==> config.mk <==
export PLATFORM = sky130hd
export DESIGN_NAME = fsm_burst_rd
export DESIGN_NICKNAME = d
export VERILOG_FILES = /design/src/rtl/fsm_burst_rd.sv
export SDC_FILE = /design/constraint.sdc
export NUM_CORES = 1
export LEC_CHECK = 0
export BUFFER_PORTS_ARGS = -buffer_cell sky130_fd_sc_hd__buf_2
export CAP_MARGIN = 20
export CORE_MARGIN = 2
export CORE_UTILIZATION = 46
export CTS_CLUSTER_DIAMETER = 60
export CTS_CLUSTER_SIZE = 28
export DETAILED_ROUTE_END_ITERATION = 8
export PLACE_DENSITY = 0.83
export SLEW_MARGIN = 20
export SYNTH_ARGS = -nofsm -noshare
export SYNTH_HDL_FRONTEND = slang
export SYNTH_SLANG_ARGS = --single-unit
export TNS_END_PERCENT = 20
==> constraint.sdc <==
create_clock -name clk -period 2.3 [get_ports clk]
set_clock_uncertainty 0.2 [all_clocks]
set_input_delay 0.23 -clock clk [delete_from_list [all_inputs] [get_ports clk]]
set_output_delay 0.23 -clock clk [all_outputs]
set_load 0.01 [all_outputs]
==> src/rtl/fsm_burst_rd.sv <==
// Burst-read controller: a go/len request issues len+1 read strobes, one per beat, with per-beat ws retry.
// Build option: define FSM_BURST_RD_TMO_EN to add the WS_RETRY retry timeout and the ERR state.
module fsm_burst_rd #(
   parameter int LEN_W    = 4,
   parameter int WS_RETRY = 3
) (
   input  logic             clk,
   input  logic             rst_n,
   input  logic             go,
   input  logic [LEN_W-1:0] len,
   input  logic             ws,
   output logic             rd,
   output logic             ds,
   output logic             last,
   output logic [LEN_W-1:0] beat,
   output logic             busy,
   output logic             err,
   output logic [2:0]       state_dbg
);

   // Request handshake: go acts as valid with an implicit ready of (state == IDLE);
   // go/len seen in any other state are dropped, never queued. ws is only looked at in DLY.
   typedef enum logic [2:0] {
      IDLE = 3'd0,
      READ = 3'd1,
      DLY  = 3'd2,
      DONE = 3'd3,
      ERR  = 3'd4
   } state_e;

   state_e           state_q, state_d;
   logic [LEN_W-1:0] len_q, len_d;
   logic [LEN_W-1:0] beat_q, beat_d;
   logic             rd_q, rd_d;
   logic             ds_q, ds_d;
   logic             last_q, last_d;
   logic             busy_q, busy_d;

`ifdef FSM_BURST_RD_TMO_EN
   localparam int                 RETRY_W    = $clog2(WS_RETRY + 1);
   localparam logic [RETRY_W-1:0] RETRY_LAST = RETRY_W'(WS_RETRY - 1);

   logic [RETRY_W-1:0] retry_q, retry_d;
   logic               err_q, err_d;
`else
   logic unused_ws_retry;
   assign unused_ws_retry = (WS_RETRY > 0);
`endif

   // State register plus the output flops, all on the same async active-low reset
   always_ff @(posedge clk or negedge rst_n) begin
      if (!rst_n) begin
         state_q <= IDLE;
         len_q   <= '0;
         beat_q  <= '0;
         rd_q    <= 1'b0;
         ds_q    <= 1'b0;
         last_q  <= 1'b0;
         busy_q  <= 1'b0;
`ifdef FSM_BURST_RD_TMO_EN
         retry_q <= '0;
         err_q   <= 1'b0;
`endif
      end else begin
         state_q <= state_d;
         len_q   <= len_d;
         beat_q  <= beat_d;
         rd_q    <= rd_d;
         ds_q    <= ds_d;
         last_q  <= last_d;
         busy_q  <= busy_d;
`ifdef FSM_BURST_RD_TMO_EN
         retry_q <= retry_d;
         err_q   <= err_d;
`endif
      end
   end

   // Next-state and datapath decode
   always_comb begin
      state_d = state_q;
      len_d   = len_q;
      beat_d  = beat_q;
`ifdef FSM_BURST_RD_TMO_EN
      retry_d = retry_q;
`endif
      case (state_q)
         IDLE: begin
`ifdef FSM_BURST_RD_TMO_EN
            retry_d = '0;
`endif
            if (go) begin
               state_d = READ;
               len_d   = len;
               beat_d  = '0;
            end
         end
         READ: begin
            state_d = DLY;
         end
         DLY: begin
            if (ws) begin
`ifdef FSM_BURST_RD_TMO_EN
               if (retry_q == RETRY_LAST) begin
                  state_d = ERR;
               end else begin
                  state_d = READ;
                  retry_d = retry_q + 1'b1;
               end
`else
               state_d = READ;
`endif
            end else if (beat_q != len_q) begin
               state_d = READ;
               beat_d  = beat_q + 1'b1;
`ifdef FSM_BURST_RD_TMO_EN
               retry_d = '0;
`endif
            end else begin
               state_d = DONE;
            end
         end
         DONE: begin
            state_d = IDLE;
         end
`ifdef FSM_BURST_RD_TMO_EN
         ERR: begin
            state_d = IDLE;
         end
`endif
         default: begin
            state_d = state_e'(3'bxxx);
         end
      endcase
   end

   // Outputs are decoded from the next state so the registered copies line up with state_q
   always_comb begin
      rd_d   = (state_d == READ);
      ds_d   = (state_d == DONE);
      busy_d = (state_d != IDLE);
      last_d = rd_d && (beat_d == len_d);
`ifdef FSM_BURST_RD_TMO_EN
      err_d  = (state_d == ERR);
`endif
   end

   assign rd        = rd_q;
   assign ds        = ds_q;
   assign last      = last_q;
   assign beat      = beat_q;
   assign busy      = busy_q;
   assign state_dbg = state_q;
`ifdef FSM_BURST_RD_TMO_EN
   assign err       = err_q;
`else
   assign err       = 1'b0;
`endif

`ifndef SYNTHESIS
   a_strobe_excl: assert property (@(posedge clk) disable iff (!rst_n) $onehot0({rd, ds, err}));
   a_last_rd:     assert property (@(posedge clk) disable iff (!rst_n) last |-> rd);
   a_beat_bound:  assert property (@(posedge clk) disable iff (!rst_n) busy |-> (beat <= len_q));
`endif

endmodule

==> flow_metrics.tcl <==
set metrics [dict create \
    port_buffers 18 \
    cts_tree "built" \
    drt-vias-per-instance 5.23 \
    period_minus_slack_ns 2.27 \
    clock_path_buffers 2 \
    ys.flop_type "dfrtp_1" \
    place_hpwl_mm 1.31 \
    grt.busiest_layer "met1" \
    clkTransAtPathRegs_ns 0.09 \
    critPathMaxFanout 6 \
    synth-edff-count 0 \
    netlist_top_cells_area "dfrtp_1, mux2i_1, xnor2_1" \
    hold_viol 0 \
    grt_use_total_pct 19.0 \
    cellPowerDensity_nw_per_um2 1150 \
    rr_worst_depth 6 \
    crit_required_ns 2.33 \
    core_um2 1710 \
    yosysWarnings 0 \
    yosysSeqAreaShare_pct 45.2 \
    yosysTopAreaCell "dfrtp_1" \
    status "complete, no violations" \
    cts.sinks 15 \
    antenna_found_initial 0 \
    cp-end-kind "flop" \
    setup_viol 0 \
    synth.net_count 84 \
    reg2reg_slack_ns 0.03 \
    drtIter0Drc 13 \
    final_antenna_net_count 0 \
    grt_max_degree 16 \
    synth.top_cell.area_share_pct 45.2 \
    gr-usage-met2_pct 26.1 \
    die_w_um 46.5 \
    whs_path_depth 3 \
    insertion_delay_ns 0.30 \
    dp_cells 119 \
    cts_root_buffer "clkbuf_4" \
    grt_setup_unrepaired "yes" \
    leakagePower_uw 0.000501 \
    diodes 0 \
    maxCapViolations 0 \
    criticalPathCategory "reg2reg" \
    areaGrowthSynthToFinish_pct 26.2 \
    syn_area_um2 831 \
    netlist_instances 75 \
    synth-async-reset-ratio_pct 100 \
    initial_core_util_pct 48.6 \
    ir_worst_vdd_mv 0.634 \
    start_kind "flop" \
    final_cells 128 \
    grt_pass1_vias 588 \
    synth-seq-cells 15 \
    synth_cell_types 35 \
    h-tree-depth 1 \
    crit_arrival_ns 2.30 \
    layout.nets 113 \
    slew_violations 0 \
    synth_commonest_cells "dfrtp_1, nand2_1, mux2i_1" \
    fill_cells 147 \
    drtPass1Iterations 4 \
    timing.fmax_ghz 0.440 \
    hp-class "in2reg" \
    gp_congestion 0.789 \
    grt_use_met3_pct 2.35 \
    placementRows 15 \
    syn_avg_cell_area_um2 11.1 \
    grt_pass1_wl_mm 2.73 \
    boundaryPins 20 \
    wl_per_cell_um 14.7 \
    grt_overflow 0 \
    synth_most_common_cell "dfrtp_1" \
    die_area_um2 2160 \
    setup-tns-final_ns 0 \
    drc 0 \
    cts_inserted_buffers 3 \
    use_met1_pct 27.0 \
    period_share_pct 98.9 \
    routed_wl_mm 1.88 \
    die_h_um 46.5 \
    drive_gt1_share_pct 35.9 \
    vias 670 \
]
-- through the flow --
step	power [uW]	hold slack (ns)	worst slack (ns)	area, um^2	utilization, %
finish	1210	0.0140	0.0253	1050	61.4
global route	1280	0.0227	-0.0532	1050	61.4
CTS	1160	0.0114	0.0651	1010	59.4
detailed placement	1000	-0.0497	0.0829	958	56.1
global placement	982	-0.0528	0.123	958	56.1
floorplan	846	-0.266	0.00357	831	-
-- flip-flops by register name, summed over array words and instances (netlist names) --
| signal | cells |
|---|---|
| beat | 4 |
| busy | 1 |
| ds | 1 |
| last | 1 |
| len_q | 4 |
| rd | 1 |
| state_dbg | 3 |
-- area by class of cell --
| class | count | area [um^2] | share of cell area, % |
|---|---|---|---|
| clock buffers | 4 | 26.3 | 2.51 |
| inverters | 4 | 15.0 | 1.43 |
| multi-input cells | 52 | 428 | 40.8 |
| flip-flops and latches | 15 | 375 | 35.8 |
| well taps | 25 | 31.3 | 2.98 |
| repair buffers | 28 | 173 | 16.5 |
-- where the power goes --
group / switching (uW) / leakage, uW / internal [uW]
combinational: 337 / 0.000293 / 277
sequential: 81.9 / 0.000192 / 353
clock: 92.6 / 0.0000150 / 67.7
total: 512 / 0.000501 / 698
-- per-layer routing --
metal	vias up	routed length, um
li1	325	-
met1	320	852
met2	21	883
met3	4	80
met4	0	60
met5	-	0
-- timing repair --
item / in CTS / in global routing
endpoints found under the setup margin: 0 / 1
buffers inserted: 0 / 2
hold buffers: 3 / 0
hold endpoints to repair: 17 / 0
gates resized for setup: 0 / 5
-- final timing paths --
kind / from / to
hold / removal: len[2] / len_q[2]
max in group asynchronous: rst_n / state_dbg[2]
setup / recovery: state_dbg[0] / last
setup reg to reg: state_dbg[0] / last
min in group asynchronous: rst_n / len_q[3]
hold reg to reg: state_dbg[0] / ds
-- cell families (layout without fill, tap and decap cells) --
family	count (synthesis)	after routing	share of synthesized area (%)
buf+inv	8	36	5.57
compound gates	11	11	11.7
other cells	1	1	0.451
simple gates	28	28	23.0
flops	15	15	45.2
fa+ha+maj	1	1	1.51
xor+xnor	5	5	5.27
mux	6	6	7.23
-- layout by cell type, fill, tap and decap left out, types with 2 or more instances in the layout --
cell,n
nand2_1,8
mux2i_1,5
a21o_1,2
buf_4,7
nand3b_1,2
nand4_1,3
buf_2,18
inv_1,4
xnor2_1,4
clkbuf_4,3
dfrtp_1,15
dlygate4sd3_1,3
o21ai_0,2
nor2_1,3
-- worst max-delay path: stages (launching register included) --
cell and delay [ns]:
dfrtp_1 0.39, or4b_4 0.55, a41oi_4 0.31, and4_4 0.30, mux2i_2 0.23, o22ai_1 0.12, nor3_2 0.12
(Power assumes the default switching activity.)
